==> src/rtl/ysyx_25030093_axi_arbiter.sv <==
// N-master to 1-slave AXI4-Lite arbiter: one granted master owns the slave for a whole
// AR->R or AW+W->B transaction; fixed-priority or round-robin selection.
//
// state   | meaning
// IDLE    | no owner; pick a winner from pending requests
// RD_ADDR | forward AR of granted master until slave accepts
// RD_DATA | forward R back to granted master until it accepts
// WR_REQ  | forward AW and W independently until both handshaken
// WR_RESP | forward B back to granted master until it accepts
module ysyx_25030093_axi_arbiter #(
  parameter int NUM_MASTERS = 2,
  parameter int ADDR_W      = 32,
  parameter int DATA_W      = 32,
  parameter int STRB_W      = 8,
  parameter int RR_MODE     = 0
) (
  input  logic                          clk,
  input  logic                          rst,
  input  logic [NUM_MASTERS-1:0]        m_arvalid,
  input  logic [NUM_MASTERS*ADDR_W-1:0] m_araddr,
  output logic [NUM_MASTERS-1:0]        m_arready,
  output logic [NUM_MASTERS-1:0]        m_rvalid,
  input  logic [NUM_MASTERS-1:0]        m_rready,
  output logic [DATA_W-1:0]             m_rdata,
  input  logic [NUM_MASTERS-1:0]        m_awvalid,
  input  logic [NUM_MASTERS*ADDR_W-1:0] m_awaddr,
  output logic [NUM_MASTERS-1:0]        m_awready,
  input  logic [NUM_MASTERS-1:0]        m_wvalid,
  input  logic [NUM_MASTERS*DATA_W-1:0] m_wdata,
  input  logic [NUM_MASTERS*STRB_W-1:0] m_wstrb,
  output logic [NUM_MASTERS-1:0]        m_wready,
  output logic [NUM_MASTERS-1:0]        m_bvalid,
  input  logic [NUM_MASTERS-1:0]        m_bready,
  output logic                          s_arvalid,
  output logic [ADDR_W-1:0]             s_araddr,
  input  logic                          s_arready,
  input  logic                          s_rvalid,
  input  logic [DATA_W-1:0]             s_rdata,
  output logic                          s_rready,
  output logic                          s_awvalid,
  output logic [ADDR_W-1:0]             s_awaddr,
  input  logic                          s_awready,
  output logic                          s_wvalid,
  output logic [DATA_W-1:0]             s_wdata,
  output logic [STRB_W-1:0]             s_wstrb,
  input  logic                          s_wready,
  input  logic                          s_bvalid,
  output logic                          s_bready,
  output logic [NUM_MASTERS-1:0]        grant_oh
);

  localparam int IDX_W = (NUM_MASTERS > 1) ? $clog2(NUM_MASTERS) : 1;

  typedef enum logic [2:0] {
    IDLE    = 3'd0,
    RD_ADDR = 3'd1,
    RD_DATA = 3'd2,
    WR_REQ  = 3'd3,
    WR_RESP = 3'd4
  } state_e;

  state_e                 state_q;
  logic [NUM_MASTERS-1:0] grant_q;
  logic [IDX_W-1:0]       gidx_q;
  logic [IDX_W-1:0]       ptr_q;
  logic                   aw_done_q;
  logic                   w_done_q;

  logic [NUM_MASTERS-1:0] req;
  logic [IDX_W-1:0]       win_d;
  logic                   found_d;
  int                     cand;
  logic [IDX_W-1:0]       ptr_d;
  logic                   ar_hs, r_hs, aw_hs, w_hs, b_hs;

  assign req = m_arvalid | m_awvalid;

  // Scan from the pointer (RR) or from index 0 (fixed); first pending request wins.
  always_comb begin
    win_d   = '0;
    found_d = 1'b0;
    cand    = 0;
    for (int k = 0; k < NUM_MASTERS; k++) begin
      cand = (RR_MODE != 0) ? ((int'(ptr_q) + k) % NUM_MASTERS) : k;
      if (!found_d && req[cand]) begin
        found_d = 1'b1;
        win_d   = IDX_W'(cand);
      end
    end
  end

  assign ptr_d = (gidx_q == IDX_W'(NUM_MASTERS - 1)) ? '0 : gidx_q + IDX_W'(1);

  assign s_araddr = m_araddr[gidx_q*ADDR_W +: ADDR_W];
  assign s_awaddr = m_awaddr[gidx_q*ADDR_W +: ADDR_W];
  assign s_wdata  = m_wdata[gidx_q*DATA_W +: DATA_W];
  assign s_wstrb  = m_wstrb[gidx_q*STRB_W +: STRB_W];
  assign m_rdata  = s_rdata;
  assign grant_oh = grant_q;

  always_comb begin
    m_arready = '0;
    m_rvalid  = '0;
    m_awready = '0;
    m_wready  = '0;
    m_bvalid  = '0;
    s_arvalid = 1'b0;
    s_rready  = 1'b0;
    s_awvalid = 1'b0;
    s_wvalid  = 1'b0;
    s_bready  = 1'b0;
    case (state_q)
      RD_ADDR: begin
        s_arvalid         = m_arvalid[gidx_q];
        m_arready[gidx_q] = s_arready;
      end
      RD_DATA: begin
        m_rvalid[gidx_q] = s_rvalid;
        s_rready         = m_rready[gidx_q];
      end
      WR_REQ: begin
        // Once a channel has handshaken it stays quiet until the response phase.
        s_awvalid         = m_awvalid[gidx_q] & ~aw_done_q;
        m_awready[gidx_q] = s_awready & ~aw_done_q;
        s_wvalid          = m_wvalid[gidx_q] & ~w_done_q;
        m_wready[gidx_q]  = s_wready & ~w_done_q;
      end
      WR_RESP: begin
        m_bvalid[gidx_q] = s_bvalid;
        s_bready         = m_bready[gidx_q];
      end
      default: ;
    endcase
  end

  assign ar_hs = s_arvalid & s_arready;
  assign r_hs  = s_rvalid & s_rready;
  assign aw_hs = s_awvalid & s_awready;
  assign w_hs  = s_wvalid & s_wready;
  assign b_hs  = s_bvalid & s_bready;

  always_ff @(posedge clk) begin
    if (!rst) begin
      state_q   <= IDLE;
      grant_q   <= '0;
      gidx_q    <= '0;
      ptr_q     <= '0;
      aw_done_q <= 1'b0;
      w_done_q  <= 1'b0;
    end else begin
      case (state_q)
        IDLE: begin
          if (found_d) begin
            gidx_q  <= win_d;
            grant_q <= NUM_MASTERS'(1) << win_d;
            state_q <= m_arvalid[win_d] ? RD_ADDR : WR_REQ;
          end
        end
        RD_ADDR: begin
          if (ar_hs) state_q <= RD_DATA;
        end
        RD_DATA: begin
          if (r_hs) begin
            state_q <= IDLE;
            grant_q <= '0;
            if (RR_MODE != 0) ptr_q <= ptr_d;
          end
        end
        WR_REQ: begin
          if ((aw_done_q | aw_hs) && (w_done_q | w_hs)) begin
            state_q   <= WR_RESP;
            aw_done_q <= 1'b0;
            w_done_q  <= 1'b0;
          end else begin
            if (aw_hs) aw_done_q <= 1'b1;
            if (w_hs)  w_done_q  <= 1'b1;
          end
        end
        WR_RESP: begin
          if (b_hs) begin
            state_q <= IDLE;
            grant_q <= '0;
            if (RR_MODE != 0) ptr_q <= ptr_d;
          end
        end
        default: state_q <= IDLE;
      endcase
    end
  end

endmodule

==> config.mk <==
export PLATFORM = sky130hd
export DESIGN_NAME = ysyx_25030093_axi_arbiter
export DESIGN_NICKNAME = d
export VERILOG_FILES = /design/src/rtl/ysyx_25030093_axi_arbiter.sv
export SDC_FILE = /design/constraint.sdc
export NUM_CORES = 1
export LEC_CHECK = 0
export CAP_MARGIN = 20
export CORE_AREA = 2 2 161 163
export CTS_CLUSTER_DIAMETER = 60
export CTS_CLUSTER_SIZE = 30
export DETAILED_ROUTE_END_ITERATION = 8
export DIE_AREA = 0 0 163 165
export MAX_ROUTING_LAYER = met4
export SKIP_LAST_GASP = 1
export SYNTH_ARGS = -nofsm -noshare
export SYNTH_HDL_FRONTEND = slang
export SYNTH_SLANG_ARGS = --single-unit
==> constraint.sdc <==
create_clock -name clk -period 4.8 [get_ports clk]
set_clock_uncertainty 0.2 [all_clocks]
set_input_delay 0.72 -clock clk [delete_from_list [all_inputs] [get_ports clk]]
set_output_delay 0.72 -clock clk [all_outputs]
set_load 0.03 [all_outputs]
======== After elaboration in Yosys (flattened, before gate mapping) ========
Cells that the tools add are included.
storage, ports and cells
  input bits .............................. 257
  word-level logic and storage cells ...... 96
  register bits ........................... 8
  output and inout bits ................... 153
operators by class
  bitwise logic cells ..................... 19
  muxes and demuxes ....................... 42
  reductions and logical operators ........ 13
  $lt $le $gt $ge ......................... 3
  shift operators ......................... 5
  equal/unequal tests ..................... 9
operators with widths
  operator                                                               count
  64-bit by 7-bit variable part select with 32-bit output                3
  1-bit two-way mux                                                      25
  2-bit two-way mux                                                      9
  16-bit by 5-bit variable part select with 8-bit output                 1
  3-bit two-way mux                                                      5
  3-bit case mux with 5 select lines                                     1
  2-bit bitwise AND                                                      5
  2-bit != test (second input constant)                                  5
  1-bit bitwise AND                                                      9
  3-bit by 2-bit == test with 1-bit output (second input constant)       2
  2-bit case mux with 3 select lines                                     1
  2-bit AND reduction                                                    3
  5-bit AND reduction                                                    1
  1-bit by 2-bit < comparator with 1-bit output (second input constant)  2
  4-bit AND reduction                                                    1
  2-bit nonzero test                                                     2
  3-bit by 1-bit == test with 1-bit output (second input constant)       1
  3-bit == test (second input constant)                                  1
  1-bit logical AND                                                      3
  3-bit logical NOT                                                      1
  3-bit nonzero test                                                     1
  1-bit inverter                                                         2
  1-bit bitwise OR                                                       2
  2-bit bitwise OR                                                       1
  4 further kinds                                                        4

======== Longest topological paths before layout ========
Gate-level depths: netlist (run 1).
  depth in word-level cells ............... 10
  gate-level depth with buffers ........... 5
  mapped depth without buffers ............ 4

======== Worst setup path before layout (run 1) ========
Ideal clock, no wire load.
  path type ............................... flip-flop to output port
  start point ............................. register gidx_q
  end point ............................... output m_wready[0]
  path slack .............................. 2058 ps
  buffers on the path ..................... 3
  required time ........................... 3880 ps
  stages on the path, launching flop included .. 5
  arrival time ............................ 1822 ps
  cells stage by stage .................... dfxtp_1 buf_6 buf_2 buf_2 nor4b_1
on the way
  word-level cells in the longest chain between the ends .. 6
  elaborated cells between the ends (all ways) .. 7
  those cells by class .................... order compare: 2; mux: 3; bitwise: 1; reduce/logical: 1
RTL lines
  what                                                                                                               RTL line  text
  from (decl)                                                                                                        64        logic [IDX_W-1:0] gidx_q;
  from (signal assigned)                                                                                             154       gidx_q <= win_d;
  1-bit by 2-bit < comparator with 1-bit output (not written as such) / 1-bit >= comparator (equally long branches)  126       m_wready[gidx_q] = s_wready & ~w_done_q;
  1-bit logical AND (not written as such)                                                                            126
  1-bit two-way mux (not written as such)                                                                            126
  1-bit demux with 1-bit select (*)                                                                                  126
  2-bit bitwise AND (no source line) (*)                                                                             n/a
  2-bit two-way mux (*)                                                                                              112       case (state_q)
  to (decl)                                                                                                          31        output logic [NUM_MASTERS-1:0] m_wready,
Mark *: on every way between the ends. The rest lies on a longest branch, timed or not.

======== Final worst setup path (run 1) ========
  start point ............................. register gidx_q
  end point ............................... output m_wready[1]
Same word-level chain as after synthesis.

==> summary.md, run 1 <==
| Metric | Value |
|---|---|
| Core box area | `around 0.025 sq mm` |
| Clk slew on worst S/H paths | `0.04 ns` |
| PD cells | `about 200 mW/mm^2` |
| CP required | `3.88 ns` |
| Vias in the first global route | `2867` |
| Met3 Wirelength | `around 1.5 mm` |
| HPWL after DPL | `12.1 mm` |
| CTS root buf | `clkbuf_16` |
| Setup Fix Bufs, Post-CTS | `0` |
| WL met2 | `6.99 mm` |
| Worst rel slew slack | `38.4%` |
| Sequential cell area | `~160 sq um` |
| Number of port buffers | `345` |
| Slew @ Worst Pin | `0.924 ns` |
| Outcome | `complete, no violations` |
| Synth Area in XOR/XNOR | `0%` |
| Starting Density | `8.49%` |
| Critical path class | `reg2out` |
| Antenna-violating nets left | `0` |
| Post-synth EDFFs | `0` |
| F_max | `around 0.28 GHz` |
| Clock share of power | `13.1%` |
| Ys Warns | `0` |
| Most common cell in the synthesized netlist | `mux2_2` |
| DRT Pass-1 Iters | `4` |
| Synth Area in Adders | `0%` |
| Mapped Nets | `roughly 500` |
| Switching share of power | `41.8%` |
| Die width | `163 um` |
| Top cells by area, synth | `mux2_2, buf_4, dfxtp_1` |
| CP Launch Type | `flip-flop` |
| H-tree levels | `1` |
| Dpl ws | `1.35 ns` |
| Sequential element share of the synthesized area | `7.53%` |
| Min-Delay Path Class | `reg2reg` |
| Min-delay src | `grant_oh[1]$_SDFFE_PN0P_` |
| First-pass GRT wire length | `18.1 mm` |
| DRT iter0 DRCs | `65` |
| Clock Latency Late Sink | `0.24 ns` |
| Top-area cell type share of the netlist area | `a little under three fifths` |
| Top layer in use | `met4` |
| Minimum clock period | `3.58 ns` |
| Top Ports | `410` |
| Net Sw Power | `0.472 mW` |
| Gr ovfl total | `0` |
| Drt wl/cell | `approximately 16 um` |
| Reg-to-Reg Start | `gidx_q$_SDFFE_PN0P_` |
| Gpl congestion | `0.765` |
| Synthesized area | `approximately 0.0021 sq mm` |
| DRT met1 WL | `between 5 and 6 mm` |
| VDD IR max | `87.8 uV` |
| Filler cells | `2693` |
| Area grow syn2layout | `171%` |
| Hold-fix buffers at CTS | `0` |
| Vias/cell | `3.34` |
| Utilization after layout | `23.0%` |
| Number of buffers created by CTS | `3` |
| Internal power | `0.658 mW` |
| Die height | `about 170 um` |
| Commonest cells in the netlist | `mux2_2, buf_4, nor2_1, buf_2, dfxtp_1` |
| Clk buf depth | `2` |
| Simple logic cell fraction of the synthesized area | `11.4%` |
| DRC viols | `0` |
| Largest family of logic cells by synthesized area | `multiplexers` |
| Pin count of the biggest net entering global routing | `69` |
| Flop pwr share | `9.7%` |
| Initial antenna violation count | `1` |
| Worst Setup SP | `gidx_q$_SDFFE_PN0P_` |
| Total GRT Usage | `under 10%` |
| Net count, final | `794` |
| Multi-input gate area | `between 0.0015 and 0.002 sq mm` |
| Yosys reg bits | `8` |
| Pins Over Slew Limit | `0` |
| Row Count | `58` |
| Setup TNS | `0 ns` |
| Crit end category | `output port` |
| Comb power frac | `between 70% and 80%` |
| Resized cells post-CTS | `0` |
| Fin. Hold Viols | `0` |
| Total wire length | `around 14 mm` |
| Post-synthesis compound-gate area fraction | `6.77%` |
| Biggest area consumer among synthesized cells | `mux2_2` |
| Max Cap Viol | `0` |
| RSZ-0062 raised after global routing | `no` |
| Crit path max fanout | `68` |
| Synthesized area per cell | `9.08 sq um` |
| Cells after Synth | `234` |
| Leading register cell type out of synthesis | `dfxtp_1` |
| WP data arrival | `2.66 ns` |
| Via count | `2899` |
| Count of cell types in the netlist | `39` |
| CTS tree | `yes` |
| Fraction of layout cells with a size suffix above 1 | `22.4%` |
| Die area | `~0.027 sq mm` |
| Ys async rst share | `0%` |
| Mux share of post-synthesis cell area | `57.9%` |
| Final Cycle Share | `74.6%` |
| Setup Viol. Count Final | `0` |
| Pleak | `1.99 nW` |
| Final worst slack | `1.22 ns` |
| Clock sinks | `8` |
==> cell usage in the layout (no fill, tap or decap), drive strengths merged, types with 3 or more instances in the layout <==
cell	n
mux2	108
a21oi	5
clkdlybuf4s50	345
nand2	3
nor3b	3
nand3	3
nor4	3
clkbuf	4
inv	5
dfxtp	8
o21ai	5
nor2	19
==> routing by layer <==
metal / vias up / GRT usage [%]
met2: 162 / 16.0
met1: 1296 / 10.6
met3: 9 / 3.31
met5: - / -
li1: 1432 / -
met4: 0 / 1.25
==> final timing paths <==
| kind | endpoint | slack (ns) | cells after the start |
|---|---|---|---|
| setup / recovery | m_wready[1] | 1.22 | 3 |
| hold / removal | grant_oh[1]$_SDFFE_PN0P_ | 0.35 | 2 |
| setup reg to reg | grant_oh[0]$_SDFFE_PN0P_ | 2.42 | 5 |
| hold reg to reg | grant_oh[1]$_SDFFE_PN0P_ | 0.35 | 2 |
==> logic make-up after synthesis <==
group | Yosys count
AO/OA/AOI/OAI | 20
buffers and inverters | 53
flip-flops | 8
multiplexers | 109
AND/OR/NAND/NOR | 44
==> flip-flops by register name, summed over array words and instances (netlist names) <==
name	cells
state_q	3
gidx_q	1
w_done_q	1
aw_done_q	1
grant_oh	2
==> power by group through the flow <==
stage | clock, mW | combinational (mW) | sequential [mW]
after floorplan | 0 | 0.517 | 0.0808
after global routing | 0.155 | 0.913 | 0.115
after detailed placement | 0 | 0.875 | 0.112
final | 0.149 | 0.872 | 0.110
after CTS | 0.151 | 0.880 | 0.111
after global placement | 0 | 0.875 | 0.112
==> worst max-delay path, cell delays in order, from the launching register on <==
cell and delay [ns]:
dfxtp_4 0.90, inv_1 0.34, nor4b_1 0.38, clkdlybuf4s50_1 0.78
==> layout make-up <==
cell class | instances | area share (%)
Timing Repair Buffer | 346 | 60.2
Sequential cell | 8 | 2.84
Tap cell | 330 | 7.16
Multi-Input combinational cell | 173 | 28.0
Inverter | 5 | 0.326
Antenna cell | 1 | 0.0434
Clock buffer | 4 | 1.37
==> per-stage QoR <==
step / power, mW / area, sq um / std cells / hold slack (ns)
CTS: 1.14 / 5760 / 866 / 0.350
detailed placement: 0.987 / 5680 / 862 / 0.328
finish: 1.13 / 5770 / 867 / 0.346
global placement: 0.988 / 5680 / 862 / 0.343
floorplan: 0.598 / 2130 / 234 / 0.335
global route: 1.18 / 5770 / 867 / 0.378
Note: power is estimated with default switching activity, not from simulation.
==> run 2, diff against run 1 <==
CORE_AREA = 2 2 159 161   (was 2 2 161 163)
DIE_AREA = 0 0 161 163   (was 0 0 163 165)
clock period = 3.7 ns   (was 4.8 ns; I/O delays follow)
==> run 2 against run 1 <==
  * Combinational power rose by 33%
  * Cell area is 0.30% higher
  * Routed wire length grew 3.1%
  * First-iteration DRC count is 15% higher
  * Critical path depth stayed put
  * Utilization rose by 0.41 points
  * Non-clock buffer count rose by 2
  * Critical endpoint is now s_awaddr[20]
==> summary.md, run 2 (synthesized netlist as in run 1, its figures left out) <==
| Metric | Value |
|---|---|
| Commonest non-fill, non-tap cell in the layout | `clkdlybuf4s50_1` |
| Dpl ws | `0.734 ns (-0.614 ns)` |
| Critical path class | `reg2out` |
| Hold-fix buffers at CTS | `0 (unchanged)` |
| CP required | `2.94 ns (-0.94 ns)` |
| Top Ports | `410 (unchanged)` |
| Fin. Hold Viols | `0 (unchanged)` |
| Pin count of the biggest net entering global routing | `61 (-12%)` |
| Die area | `0.0262 sq mm (-2.4%)` |
| Clock sinks | `8 (unchanged)` |
| Core box area | `0.0247 sq mm (-1.4%)` |
| Total wire length | `14.3 mm (+3.1%)` |
| Row Count | `58 (unchanged)` |
| VDD IR max | `182 uV (+110%)` |
| Pins Over Slew Limit | `0 (unchanged)` |
| DRT iter0 DRCs | `75 (+15%)` |
| DRT Pass-1 Iters | `4 (unchanged)` |
| Hold Slack | `0.336 ns (-0.0105 ns)` |
| First-pass GRT wire length | `19.2 mm (+6.3%)` |
| Max Cap Viol | `0 (unchanged)` |
| Min-Delay Path Class | `reg2reg` |
| Clock Latency Late Sink | `0.24 ns (about the same)` |
| Drt wl/cell | `16.4 um (+2.7%)` |
| Setup Viol. Count Final | `0 (unchanged)` |
| Switching share of power | `42.1% (+0.28 points)` |
| Via count | `2937 (+1.3%)` |
| Minimum clock period | `3.15 ns` |
| Die height | `163 um (-1.2%)` |
| Outcome | `complete, no violations` |
| F_max | `around 0.32 GHz` |
| Clock share of power | `13.0% (about the same)` |
| Final worst slack | `0.545 ns (-0.676 ns)` |
| Crit end category | `output port` |
| Resized cells post-CTS | `0 (unchanged)` |
| CTS root buf | `clkbuf_16` |
| Largest register FFs | `3 (unchanged)` |
| Met2 usage | `15.1% (-0.93 points)` |
| PD cells | `256 mW/mm^2 (+30%)` |
| CP Launch Type | `flip-flop` |
| Fraction of layout cells with a size suffix above 1 | `22.7% (+0.29 points)` |
| RSZ-0062 raised after global routing | `no` |
| Setup TNS | `0 ns (unchanged)` |
| Utilization after layout | `23.4% (+0.41 points)` |
| Worst rel slew slack | `64.9% (+27 points)` |
| Area after DPL | `0.00570 sq mm (+0.26%)` |
| Global Route met3 Usage | `3.77% (+0.45 points)` |
| DRC viols | `0 (unchanged)` |
| Slew @ Worst Pin | `0.526 ns (-0.398 ns)` |
| Gpl congestion | `0.761 (-0.54%)` |
| Comb power frac | `78.4% (+1.3 points)` |
| Total GRT Usage | `10.0% (+0.75 points)` |
| Clk slew on worst S/H paths | `0.04 ns (about the same)` |
| WP data arrival | `2.40 ns (-0.26 ns)` |
| Crit path max fanout | `60 (-12%)` |
| Net Sw Power | `0.622 mW (+32%)` |
| Flop pwr share | `8.6% (-1.1 points)` |
| Met1 global-route usage | `13.0% (+2.4 points)` |
| Gr ovfl total | `0 (unchanged)` |
| Setup Fix Bufs, Post-CTS | `0 (unchanged)` |
| Die width | `161 um (-1.2%)` |
| GRT Max-Usage Layer | `met2` |
| Antenna-violating nets left | `0 (unchanged)` |
| Vias in the first global route | `2909 (+1.5%)` |
| CTS tree | `yes` |
| Area grow syn2layout | `172%` |
| Final Cycle Share | `85.3%` |
| HPWL after DPL | `12.3 mm (+1.7%)` |
| Clk buf depth | `2 (unchanged)` |
| Most frequent cells in the layout | `clkdlybuf4s50_1, mux2_2, nor2_1, dfxtp_1, inv_1` |
| Initial antenna violation count | `2 (+1)` |
| Internal power | `0.857 mW (+30%)` |
| Number of port buffers | `345 (unchanged)` |
| Starting Density | `8.62% (+0.12 points)` |
| Net count, final | `796 (+0.25%)` |
| Number of buffers created by CTS | `3 (unchanged)` |
| Pleak | `2.00 nW (+0.53%)` |
| H-tree levels | `1 (unchanged)` |
| Top reg by flops | `state_q` |
| Vias/cell | `3.38 (+0.96%)` |
| Post-Layout Inst Area | `0.00578 sq mm (+0.30%)` |
[run 2: changes by cell type in the layout (fill, tap and decap cells not counted), sizes merged]
| cell | previous run | this run |
|---|---|---|
| diode | 1 | 2 |
| buf | 1 | 3 |
[run 2: critical path: stages, from the launching register on]
cell and delay (ns):
dfxtp_4 0.67, buf_12 0.35, mux2_2 0.45, clkdlybuf4s50_1 0.61
[run 2: worst paths after layout]
kind	startpoint	end	slack, ns	depth (start not counted)
setup reg to reg	gidx_q$_SDFFE_PN0P_	grant_oh[1]$_SDFFE_PN0P_	1.50	5
hold / removal	grant_oh[1]$_SDFFE_PN0P_	grant_oh[1]$_SDFFE_PN0P_	0.34	2
hold reg to reg	grant_oh[1]$_SDFFE_PN0P_	grant_oh[1]$_SDFFE_PN0P_	0.34	2
setup / recovery	gidx_q$_SDFFE_PN0P_	s_awaddr[20]	0.55	3
[run 2: final cells by class]
type                    instances  area, sq um
well taps                     330          413
flip-flops and latches          8          164
inverters                       5         18.8
fillers                      2662        18900
multi-input cells             173         1620
clock buffers                   4         78.8
repair buffers                348         3490
diodes                          2         5.00
[run 2: power groups by stage]
| stage | registers [mW] | clock network [mW] | logic (mW) |
|---|---|---|---|
| detailed placement | 0.131 | 0 | 1.16 |
| global placement | 0.131 | 0 | 1.17 |
| CTS | 0.129 | 0.193 | 1.17 |
| global route | 0.132 | 0.199 | 1.22 |
| floorplan | 0.105 | 0 | 0.671 |
| finish | 0.128 | 0.192 | 1.16 |
[run 2: through the flow]
step / power (mW) / std cells
floorplan: 0.776 / 234
global placement: 1.30 / 864
detailed placement: 1.30 / 864
CTS: 1.50 / 868
global route: 1.55 / 870
finish: 1.48 / 870
[run 2: routing by layer]
layer  share of wire (%)  up-vias  routed length [um]
met5                   0        -                   0
met4                0.72        0                 103
met3                  11       12                1510
met2                  45      174                6490
met1                  43     1322                6180
li1                    -     1429                   -
==> run 3, diff against run 2 <==
ABC_CLOCK_PERIOD_IN_PS = 3700   (was default)
CORE_AREA = 10 10 150 152   (was 2 2 159 161)
DIE_AREA = 0 0 160 162   (was 0 0 161 163)
==> run 3 against run 2 <==
  * Global-route usage up 1.4 points
  * Hold slack got worse by 0.010 ns
  * Clock power is 2% lower
  * Combinational power hardly changed
  * Critical path depth unchanged
  * Non-clock buffer count grew 2
  * Critical path type unchanged
==> summary.md, run 3 (synthesized netlist as in run 1, its figures left out) <==
| Metric | Value |
|---|---|
| Outcome | `complete, no violations` |
| DRC viols | `0 (unchanged)` |
| Antenna Diode Count | `0 (-2)` |
| R2R setup slack | `1.74 ns (+0.24 ns)` |
| Most frequent cells in the layout | `clkdlybuf4s50_1, mux2_2, nor2_1, dfxtp_1, inv_1` |
| Crit path depth | `3 (unchanged)` |
| Worst rel slew slack | `62.5% (-2.4 points)` |
| CP peak stage delay | `0.75 ns (+0.08 ns)` |
| Worst-path cell with the longest stage delay | `clkdlybuf4s50_1` |
| Multi-input gate area | `0.00162 sq mm (unchanged)` |
| Largest register FFs | `3 (unchanged)` |
| Total GRT Usage | `11.4% (+1.4 points)` |
| Via count | `2919 (-0.61%)` |
| Die height | `162 um (-0.61%)` |
| Die area | `0.0259 sq mm (-1.2%)` |
| Min-Delay Path Class | `reg2reg` |
| Top reg by flops | `state_q` |
| HPWL after DPL | `14.3 mm (+16%)` |
| Drt wl/cell | `19.8 um (+20%)` |
| Net count, final | `798 (+0.25%)` |
| Starting Density | `11.0% (+2.3 points)` |
| Global Route met3 Usage | `2.76% (-1.0 points)` |
| Vias in the first global route | `3226 (+11%)` |
| Clk slew on worst S/H paths | `0.04 ns (about the same)` |
| Buf+Inv Stages, Crit Path | `2 (unchanged)` |
| Clock Latency Late Sink | `0.23 ns (about the same)` |
| Pin count of the biggest net entering global routing | `39 (-36%)` |
| Setup Fix Bufs, Post-CTS | `0 (unchanged)` |
| RR Endpoint | `state_q[2]$_SDFFE_PN0P_` |
| DRT Pass-1 Iters | `4 (unchanged)` |
| Met1 global-route usage | `12.6% (-0.38 points)` |
| Crit end category | `output port` |
| DRT iter0 DRCs | `132 (+76%)` |
| Top Ports | `410 (unchanged)` |
| FF-to-FF path depth | `4 (-1)` |
| Fraction of layout cells with a size suffix above 1 | `23.0% (+0.29 points)` |
| Crit path max-delay family | `buffers and inverters` |
| Commonest non-fill, non-tap cell in the layout | `clkdlybuf4s50_1` |
| GRT Max-Usage Layer | `met2` |
| Initial antenna violation count | `0 (-2)` |
| Reg-to-Reg Start | `gidx_q$_SDFFE_PN0P_` |
| Met2 usage | `21.1% (+6.1 points)` |
| Setup TNS | `0 ns (unchanged)` |
| Area grow syn2layout | `170%` |
| Gr ovfl total | `0 (unchanged)` |
| First-pass GRT wire length | `22.5 mm (+17%)` |
| Minimum clock period | `3.12 ns (-0.0357 ns)` |
| F_max | `0.321 GHz (+1.1%)` |
| Setup Viol. Count Final | `0 (unchanged)` |
| Fin. Hold Viols | `0 (unchanged)` |
| H-tree levels | `1 (unchanged)` |
| WHS Endpoint | `grant_oh[1]$_SDFFE_PN0P_` |
| Pleak | `2.01 nW (+0.85%)` |
| VDD IR max | `191 uV (+5.1%)` |
| Antenna-violating nets left | `0 (unchanged)` |
| Worst path cell trace | `inv_1, nor4b_1, clkdlybuf4s50_1` |
| Critical path class | `reg2out` |
| Sequential cell area | `164 sq um (unchanged)` |
| PD cells | `258 mW/mm^2 (+0.83%)` |
| CTS root buf | `clkbuf_16` |
| Number of port buffers | `345 (unchanged)` |
| Resized cells post-CTS | `0 (unchanged)` |
| Final Cycle Share | `84.3% (-0.96 points)` |
| Pins Over Slew Limit | `0 (unchanged)` |
| Hold-fix buffers at CTS | `0 (unchanged)` |
| Hold depth | `2 (unchanged)` |
| Min-delay src | `grant_oh[1]$_SDFFE_PN0P_` |
| Filler cells | `2089 (-22%)` |
| Core box area | `0.0194 sq mm (-21%)` |
| CP Launch Type | `flip-flop` |
| Number of buffers created by CTS | `3 (unchanged)` |
| Gpl congestion | `0.778 (+2.3%)` |
| CTS tree | `yes` |
| Crit path max fanout | `38 (-37%)` |
| Vias/cell | `3.63 (+7.4%)` |
| Slew @ Worst Pin | `0.562 ns (+0.0362 ns)` |
| RSZ-0062 raised after global routing | `no` |
| WP data arrival | `2.36 ns (-0.04 ns)` |
| Row Count | `51 (-12%)` |
| Clk buf depth | `2 (unchanged)` |
| Max Cap Viol | `0 (unchanged)` |
| CP required | `2.94 ns (about the same)` |
| Die width | `160 um (-0.62%)` |
| Clock sinks | `8 (unchanged)` |
| Utilization after layout | `29.6% (+6.1 points)` |
| Total wire length | `15.9 mm (+11%)` |
## run 3: layout make-up
| cell class | instances | area share [%] |
|---|---|---|
| repair buffers | 350 | 61.5 |
| well taps | 265 | 5.78 |
| multi-input cells | 173 | 28.2 |
| inverters | 5 | 0.327 |
| clock buffers | 4 | 1.37 |
| flip-flops and latches | 8 | 2.86 |
## run 3: worst max-delay path by stage
| stage | startpoint | to | slack, ns |
|---|---|---|---|
| 2_1_floorplan | gidx_q$_SDFFE_PN0P_ | m_wready[0] | 1.12 |
| 6_report | gidx_q$_SDFFE_PN0P_ | m_wready[1] | 0.58 |
| 5_1_grt | gidx_q$_SDFFE_PN0P_ | m_wready[1] | 0.44 |
| 4_1_cts | gidx_q$_SDFFE_PN0P_ | m_wready[1] | 0.49 |
| 3_3_place_gp | m_awvalid[0] | s_awvalid | 0.72 |
| 3_5_place_dp | m_awvalid[0] | s_awvalid | 0.70 |
## run 3: per-layer routing
layer	wire, um	up-vias
li1	-	1432
met2	8560	144
met4	132	0
met3	1100	20
met5	0	-
met1	6120	1323
## run 3: where the power goes
group          switching (mW)  internal, mW  total [mW]  leakage, nW
sequential             0.0340        0.0951       0.129       0.0662
clock                  0.0443         0.144       0.188       0.0382
combinational           0.534         0.628        1.16         1.91
total                   0.613         0.866        1.48         2.01
## run 3: through the flow
step | setup WS [ns] | instances | power (mW) | hold slack, ns | instance area [sq um]
after global routing | 0.436 | 805 | 1.55 | 0.343 | 5740
after global placement | 0.724 | 801 | 1.31 | 0.319 | 5660
final | 0.581 | 805 | 1.48 | 0.326 | 5740
after detailed placement | 0.697 | 801 | 1.30 | 0.316 | 5660
after floorplan | 1.12 | 234 | 0.776 | 0.335 | 2130
after CTS | 0.494 | 805 | 1.50 | 0.328 | 5740
## run 3: tightest hold or removal path: cells and delay by family (launching register included)
kind	cells	cell delay (ns)
DFF	1	0.32
AOI/OAI and AO/OA	2	0.17
